===== src/rtl/rv_pkg.sv =====
// rtl/rv_pkg.sv - RV32I opcode constants, widths and IR field-slice helpers
package rv_pkg;

  localparam int XLEN  = 32;
  localparam int NREGS = 32;
  localparam int AW    = $clog2(NREGS);

  localparam logic [6:0] OP_LOAD   = 7'b0000011;
  localparam logic [6:0] OP_IMM    = 7'b0010011;
  localparam logic [6:0] OP_JALR   = 7'b1100111;
  localparam logic [6:0] OP_SYSTEM = 7'b1110011;
  localparam logic [6:0] OP_STORE  = 7'b0100011;
  localparam logic [6:0] OP_BRANCH = 7'b1100011;
  localparam logic [6:0] OP_LUI    = 7'b0110111;
  localparam logic [6:0] OP_AUIPC  = 7'b0010111;
  localparam logic [6:0] OP_JAL    = 7'b1101111;
  localparam logic [6:0] OP_REG    = 7'b0110011;

  function automatic logic [6:0] ir_opcode(input logic [31:0] ir);
    return ir[6:0];
  endfunction

  function automatic logic [AW-1:0] ir_rd(input logic [31:0] ir);
    return ir[11:7];
  endfunction

  function automatic logic [AW-1:0] ir_rs1(input logic [31:0] ir);
    return ir[19:15];
  endfunction

  function automatic logic [AW-1:0] ir_rs2(input logic [31:0] ir);
    return ir[24:20];
  endfunction

endpackage


===== src/rtl/rv_regfile.sv =====
// rtl/rv_regfile.sv - 32x32 register file, two async read ports, one sync write port
// x0 is never written and always reads as zero.
module rv_regfile
  import rv_pkg::*;
(
  input  logic            clk,
  input  logic            rst,
  input  logic [AW-1:0]   raddr1_i,
  input  logic [AW-1:0]   raddr2_i,
  output logic [XLEN-1:0] rdata1_o,
  output logic [XLEN-1:0] rdata2_o,
  input  logic            we_i,
  input  logic [AW-1:0]   waddr_i,
  input  logic [XLEN-1:0] wdata_i
);

  logic [XLEN-1:0] regs_q [NREGS];

  always_ff @(posedge clk or negedge rst) begin
    if (!rst) begin
      for (int i = 0; i < NREGS; i++) regs_q[i] <= '0;
    end else if (we_i && (waddr_i != '0)) begin
      regs_q[waddr_i] <= wdata_i;
    end
  end

  assign rdata1_o = (raddr1_i == '0) ? '0 : regs_q[raddr1_i];
  assign rdata2_o = (raddr2_i == '0) ? '0 : regs_q[raddr2_i];

endmodule


===== src/rtl/rv_decode.sv =====
// rtl/rv_decode.sv - RV32I ID stage: regfile read, immediate decode, ID/EX registers
// Optional write-through forwarding from MEM/WB when WB_BYPASS_EN is defined.
module rv_decode
  import rv_pkg::*;
(
  input  logic            clk,
  input  logic            rst,
  input  logic [31:0]     if_id_ir,
  input  logic [XLEN-1:0] if_id_pc,
  input  logic [31:0]     mem_wb_ir,
  input  logic [XLEN-1:0] mem_wb_out,
  output logic [31:0]     id_ex_ir,
  output logic [XLEN-1:0] id_ex_pc,
  output logic [XLEN-1:0] id_ex_rs1,
  output logic [XLEN-1:0] id_ex_rs2,
  output logic [XLEN-1:0] id_ex_imm
);

  logic [6:0]      wb_op;
  logic [AW-1:0]   wb_rd;
  logic            wb_we;
  logic [XLEN-1:0] rf_rs1, rf_rs2;
  logic [XLEN-1:0] rs1_d, rs2_d, imm_d;
  logic [31:0]     ir_q;
  logic [XLEN-1:0] pc_q, rs1_q, rs2_q, imm_q;

  assign wb_op = ir_opcode(mem_wb_ir);
  assign wb_rd = ir_rd(mem_wb_ir);
  // Stores and branches reuse [11:7] as immediate bits, not a destination.
  assign wb_we = (wb_rd != '0) && (wb_op != OP_STORE) && (wb_op != OP_BRANCH);

  rv_regfile u_regfile (
    .clk      (clk),
    .rst      (rst),
    .raddr1_i (ir_rs1(if_id_ir)),
    .raddr2_i (ir_rs2(if_id_ir)),
    .rdata1_o (rf_rs1),
    .rdata2_o (rf_rs2),
    .we_i     (wb_we),
    .waddr_i  (wb_rd),
    .wdata_i  (mem_wb_out)
  );

`ifdef WB_BYPASS_EN
  assign rs1_d = (wb_we && (wb_rd == ir_rs1(if_id_ir))) ? mem_wb_out : rf_rs1;
  assign rs2_d = (wb_we && (wb_rd == ir_rs2(if_id_ir))) ? mem_wb_out : rf_rs2;
`else
  assign rs1_d = rf_rs1;
  assign rs2_d = rf_rs2;
`endif

  // B and J immediates stay in halfword units, U unshifted; EX applies the shift.
  always_comb begin
    imm_d = '0;
    case (ir_opcode(if_id_ir))
      OP_LOAD, OP_IMM, OP_JALR, OP_SYSTEM:
        imm_d = {{20{if_id_ir[31]}}, if_id_ir[31:20]};
      OP_STORE:
        imm_d = {{20{if_id_ir[31]}}, if_id_ir[31:25], if_id_ir[11:7]};
      OP_BRANCH:
        imm_d = {{20{if_id_ir[31]}}, if_id_ir[31], if_id_ir[7], if_id_ir[30:25], if_id_ir[11:8]};
      OP_LUI, OP_AUIPC:
        imm_d = {{12{if_id_ir[31]}}, if_id_ir[31:12]};
      OP_JAL:
        imm_d = {{12{if_id_ir[31]}}, if_id_ir[31], if_id_ir[19:12], if_id_ir[20], if_id_ir[30:21]};
      default:
        imm_d = '0;
    endcase
  end

  always_ff @(posedge clk or negedge rst) begin
    if (!rst) begin
      ir_q  <= '0;
      pc_q  <= '0;
      rs1_q <= '0;
      rs2_q <= '0;
      imm_q <= '0;
    end else begin
      ir_q  <= if_id_ir;
      pc_q  <= if_id_pc;
      rs1_q <= rs1_d;
      rs2_q <= rs2_d;
      imm_q <= imm_d;
    end
  end

  assign id_ex_ir  = ir_q;
  assign id_ex_pc  = pc_q;
  assign id_ex_rs1 = rs1_q;
  assign id_ex_rs2 = rs2_q;
  assign id_ex_imm = imm_q;

endmodule


===== config.mk =====
export PLATFORM = sky130hd
export DESIGN_NAME = rv_decode
export DESIGN_NICKNAME = d
export VERILOG_FILES = /design/src/rtl/rv_pkg.sv /design/src/rtl/rv_regfile.sv /design/src/rtl/rv_decode.sv
export SDC_FILE = /design/constraint.sdc
export NUM_CORES = 2
export LEC_CHECK = 0
export BUFFER_PORTS_ARGS = -buffer_cell sky130_fd_sc_hd__buf_2
export CAP_MARGIN = 20
export CORE_ASPECT_RATIO = 0.75
export CORE_MARGIN = 5
export CORE_UTILIZATION = 25
export CTS_CLUSTER_SIZE = 28
export DETAILED_ROUTE_END_ITERATION = 7
export PLACE_DENSITY = 0.41
export SLEW_MARGIN = 20
export SYNTH_ARGS = -nofsm -noshare
export SYNTH_HDL_FRONTEND = slang
export SYNTH_SLANG_ARGS = --single-unit

===== constraint.sdc =====
create_clock -name clk -period 2.15 [get_ports clk]
set_clock_uncertainty 0.2 [all_clocks]
set_input_delay 0.43 -clock clk [delete_from_list [all_inputs] [get_ports clk]]
set_output_delay 0.43 -clock clk [all_outputs]
set_load 0.01 [all_outputs]

==> run_summary.xml <==
<?xml version="1.0" encoding="UTF-8"?>
<metrics>
  <group name="timing">
    <metric name="layout_min_cycle_time" unit="ns">2.11</metric>
    <metric name="slack_of_the_critical_path" unit="ns">0.0368</metric>
    <metric name="slew_headroom" unit="%">56.3</metric>
    <metric name="setup_viol_count_final" unit="">0</metric>
    <metric name="rsz0062_at_grt" unit="">yes</metric>
    <metric name="tightest_slew" unit="ns">0.655</metric>
    <metric name="layout_worst_path_cycle_share" unit="%">98.3</metric>
    <metric name="fmax" unit="MHz">473</metric>
    <metric name="drv_slew" unit="">0</metric>
    <metric name="timing.final.hold_violations" unit="">0</metric>
  </group>
  <group name="synthesis">
    <metric name="synthTopCellsByArea" unit="">sky130_fd_sc_hd__dfrtp_1, sky130_fd_sc_hd__mux2_2, sky130_fd_sc_hd__mux4_2</metric>
    <metric name="post_synth_net_total" unit="">3984</metric>
    <metric name="synth_edf_count" unit="">0</metric>
    <metric name="synth-seq-cells" unit="">1172</metric>
    <metric name="ys.warnings.count" unit="">0</metric>
    <metric name="yosysMostFrequentCell" unit="">sky130_fd_sc_hd__dfrtp_1</metric>
    <metric name="synth_cell_types" unit="">49</metric>
    <metric name="yosys.area.top_type_share" unit="%">49.9</metric>
    <metric name="synthFlopType" unit="">sky130_fd_sc_hd__dfrtp_1</metric>
    <metric name="yosysSeqAreaShare" unit="%">49.9</metric>
    <metric name="synthesized_instance_count" unit="">3854</metric>
    <metric name="post-synth-top-area-cell" unit="">sky130_fd_sc_hd__dfrtp_1</metric>
    <metric name="cell_area_after_synthesis" unit="sq um">58800</metric>
    <metric name="async_reset_ff_share" unit="%">100</metric>
    <metric name="top_cells_by_instance_count_after_synthesis" unit="">sky130_fd_sc_hd__dfrtp_1, sky130_fd_sc_hd__mux2_2, sky130_fd_sc_hd__mux4_2, sky130_fd_sc_hd__clkbuf_1, sky130_fd_sc_hd__buf_2</metric>
    <metric name="synthesis.area_per_instance" unit="sq um">15.3</metric>
  </group>
  <group name="flow_run">
    <metric name="maxCapViolCount" unit="">0</metric>
  </group>
  <group name="worst_hold_path">
    <metric name="worst_hold_startpoint" unit="">mem_wb_out[7]</metric>
    <metric name="holdCritPathClass" unit="">input port to register</metric>
    <metric name="whs_path_depth" unit="">2</metric>
    <metric name="hold_path_end" unit="">u_regfile.regs_q[967]$_DFFE_PN0P_</metric>
  </group>
  <group name="global_routing">
    <metric name="grt_max_degree" unit="">74</metric>
    <metric name="grt_pass1_wl" unit="um">335000</metric>
    <metric name="grt_util_all_layers" unit="%">19.1</metric>
    <metric name="first_global_vias" unit="">40900</metric>
    <metric name="global_route.overflow_total" unit="">0</metric>
    <metric name="antenna_found_initial" unit="">24</metric>
  </group>
  <group name="route">
    <metric name="remaining_drcs" unit="">0</metric>
    <metric name="avgViaCountPerCell" unit="">5.12</metric>
    <metric name="dr_total_vias" unit="">39200</metric>
    <metric name="drt_pre_antenna_iters" unit="">5</metric>
    <metric name="final_antenna_net_count" unit="">0</metric>
    <metric name="post_drt_wl_per_cell" unit="um">30.9</metric>
    <metric name="drt_first_iter_violations" unit="">2940</metric>
    <metric name="detail_route.wirelength" unit="um">236000</metric>
  </group>
  <group name="placement">
    <metric name="gp_routability_congestion" unit="">0.796</metric>
    <metric name="postPlaceCellArea" unit="sq um">69300</metric>
    <metric name="dp.final_hpwl" unit="um">157000</metric>
    <metric name="dpl_worst_slack" unit="ns">-0.652</metric>
    <metric name="portBuffers" unit="">268</metric>
  </group>
  <group name="cts">
    <metric name="post-cts-setup-buffers" unit="">0</metric>
    <metric name="clk_pin_slew" unit="ns">0.06</metric>
    <metric name="numClockSinks" unit="">1172</metric>
    <metric name="clockBufferDepth" unit="">3</metric>
    <metric name="cts-buffers-inserted" unit="">139</metric>
    <metric name="htree_num_levels" unit="">4</metric>
    <metric name="cts_root_buf" unit="">sky130_fd_sc_hd__clkbuf_16</metric>
    <metric name="cts_tree" unit="">done</metric>
    <metric name="clkLatencyLatePin" unit="ns">0.79</metric>
  </group>
  <group name="power">
    <metric name="leakage" unit="nW">31.5</metric>
    <metric name="vdd_drop_max" unit="uV">720</metric>
    <metric name="power.density_cell_area" unit="nW/um^2">941</metric>
  </group>
  <group name="setup_path">
    <metric name="cp_max_fo" unit="">1</metric>
    <metric name="cell_family_with_the_largest_share_of_critical_path_delay" unit="">flip-flops</metric>
    <metric name="crit_path_top_delay_cell" unit="">sky130_fd_sc_hd__dfrtp_2</metric>
    <metric name="worstSetupPathType" unit="">register to output pin</metric>
    <metric name="crit-reg2reg-launch" unit="">u_regfile.regs_q[662]$_DFFE_PN0P_</metric>
    <metric name="rr_endpoint" unit="">id_ex_rs1[22]$_DFF_PN0_</metric>
    <metric name="reg2reg_setup_slack" unit="ns">0.16</metric>
    <metric name="worstRegToRegCells" unit="">5</metric>
    <metric name="worstPathBufferInverterCount" unit="">1</metric>
    <metric name="cp.arrival" unit="ns">1.48</metric>
    <metric name="path_cells" unit="">buf_6</metric>
    <metric name="timing.critical_path.to_type" unit="">output pin</metric>
    <metric name="critical_path.max_stage_delay" unit="ns">0.50</metric>
    <metric name="critPathRequiredTime" unit="ns">1.52</metric>
    <metric name="timing.critical_path.from_type" unit="">register</metric>
  </group>
  <group name="cells_and_area">
    <metric name="syn2layout_area_growth" unit="%">27.4</metric>
    <metric name="post_route_cells_drive_above_1_share" unit="%">57.7</metric>
    <metric name="nNetsFinal" unit="">4560</metric>
    <metric name="final_cell_area" unit="sq um">74900</metric>
  </group>
  <group name="floorplan">
    <metric name="num_io_pins" unit="">290</metric>
    <metric name="die-area" unit="sq um">245000</metric>
    <metric name="core.rowCount" unit="">154</metric>
    <metric name="die_h" unit="um">430</metric>
    <metric name="x_dimension_of_the_die" unit="um">570</metric>
    <metric name="initial_cell_density_of_the_core" unit="%">25.1</metric>
    <metric name="placeable_core_region" unit="sq um">234000</metric>
  </group>
  <group name="outcome">
    <metric name="run_status" unit="">finished, final reports clean</metric>
  </group>
</metrics>
power by group:
part | total, W | switching, W | internal [W] | leakage, nW
Sequential | 0.0305 | 0.00375 | 0.0268 | 14.4
Combinational | 0.0146 | 0.00555 | 0.00900 | 14.7
Clock | 0.0254 | 0.0105 | 0.0150 | 2.39
worst max path at each step:
| stage | from | end | depth (start not counted) |
|---|---|---|---|
| after floorplan | mem_wb_ir[11] | u_regfile.regs_q[641]$_DFFE_PN0P_ | 6 |
| after global placement | if_id_ir[21] | id_ex_rs2[28]$_DFF_PN0_ | 7 |
| after detailed placement | if_id_ir[21] | id_ex_rs2[28]$_DFF_PN0_ | 7 |
| after CTS | id_ex_rs2[8]$_DFF_PN0_ | id_ex_rs2[8] | 1 |
| after global routing | id_ex_rs2[8]$_DFF_PN0_ | id_ex_rs2[8] | 1 |
| final | id_ex_rs2[8]$_DFF_PN0_ | id_ex_rs2[8] | 1 |
registers in the layout (all words and copies together) (netlist names):
name and flops:
id_ex_imm 20, id_ex_rs2 32, id_ex_rs1 32, u_regfile.regs_q 1024
id_ex_pc 32, id_ex_ir 32
worst register-to-register path, cell delays in order, from the launching register on:
cell                       delay, ns
sky130_fd_sc_hd__dfrtp_1        0.39
sky130_fd_sc_hd__mux4_2         0.49
sky130_fd_sc_hd__nor2b_1        0.15
sky130_fd_sc_hd__a211oi_1       0.32
sky130_fd_sc_hd__buf_4          0.18
sky130_fd_sc_hd__a311oi_1       0.08
cells by family (layout without fill, tap and decap cells):
| family | Yosys count | after routing | synth area share [%] |
|---|---|---|---|
| mux | 1637 | 1637 | 39.6 |
| buf+inv | 459 | 1145 | 3.65 |
| compound gates | 411 | 411 | 5.15 |
| flops | 1172 | 1172 | 49.9 |
| other cells | 0 | 2 | 0 |
| simple gates | 173 | 173 | 1.64 |
| xor+xnor | 2 | 2 | 0.0298 |
area by class of cell:
type                       count  area (sq um)
antenna                        2          5.00
clock buffer                 198          4100
clock inverter                53           743
fill                       22800        160000
inverter                       3          16.3
multi-input combinational   2223         27600
sequential                  1172         29400
tap                         3120          3900
timing repair buffer         891          9140
cell usage in the layout (no fill, tap or decap), drive strengths merged, types with 46 or more instances in the layout:
cell type    netlist  layout
dlygate4sd3        0      64
nand2             46      46
a311oi            64      64
clkbuf           244     198
dfrtp           1172    1172
nor2b             76      76
a211oi            66      66
mux4             448     448
o21ai            117     117
buf              212     827
a22oi             64      64
mux2i            133     133
a221oi            48      48
mux2            1056    1056
layer usage:
metal / part of all wire (%) / vias up / wire length, um / track usage, %
li1: - / 16100 / - / -
met1: 47 / 21600 / 110000 / 27.5
met2: 46 / 1179 / 109000 / 29.8
met3: 5.0 / 320 / 11700 / 3.44
met4: 2.3 / 0 / 5470 / 4.32
met5: 0 / - / 0 / 0
metrics by stage:
step | power (W) | setup TNS, ns | instances | hold slack, ns | util, %
after global placement | 0.0451 | -139.24 | 7344 | 0.128 | 29.6
after global routing | 0.0738 | -0.0158 | 7661 | 0.0245 | 31.9
after CTS | 0.0714 | -0.104 | 7660 | 0.00252 | 31.9
final | 0.0705 | 0 | 7662 | 0.0782 | 31.9
after detailed placement | 0.0453 | -148.10 | 7344 | 0.129 | 29.6
after floorplan | 0.0393 | -1.86 | 3854 | -0.0656 | -
repair_timing:
item,in CTS,in global routing
gates resized for setup,27,0
hold buffers,65,0
endpoints found under the setup margin,30,1
hold endpoints to repair,1234,0
Note: power is estimated with default switching activity, not from simulation.
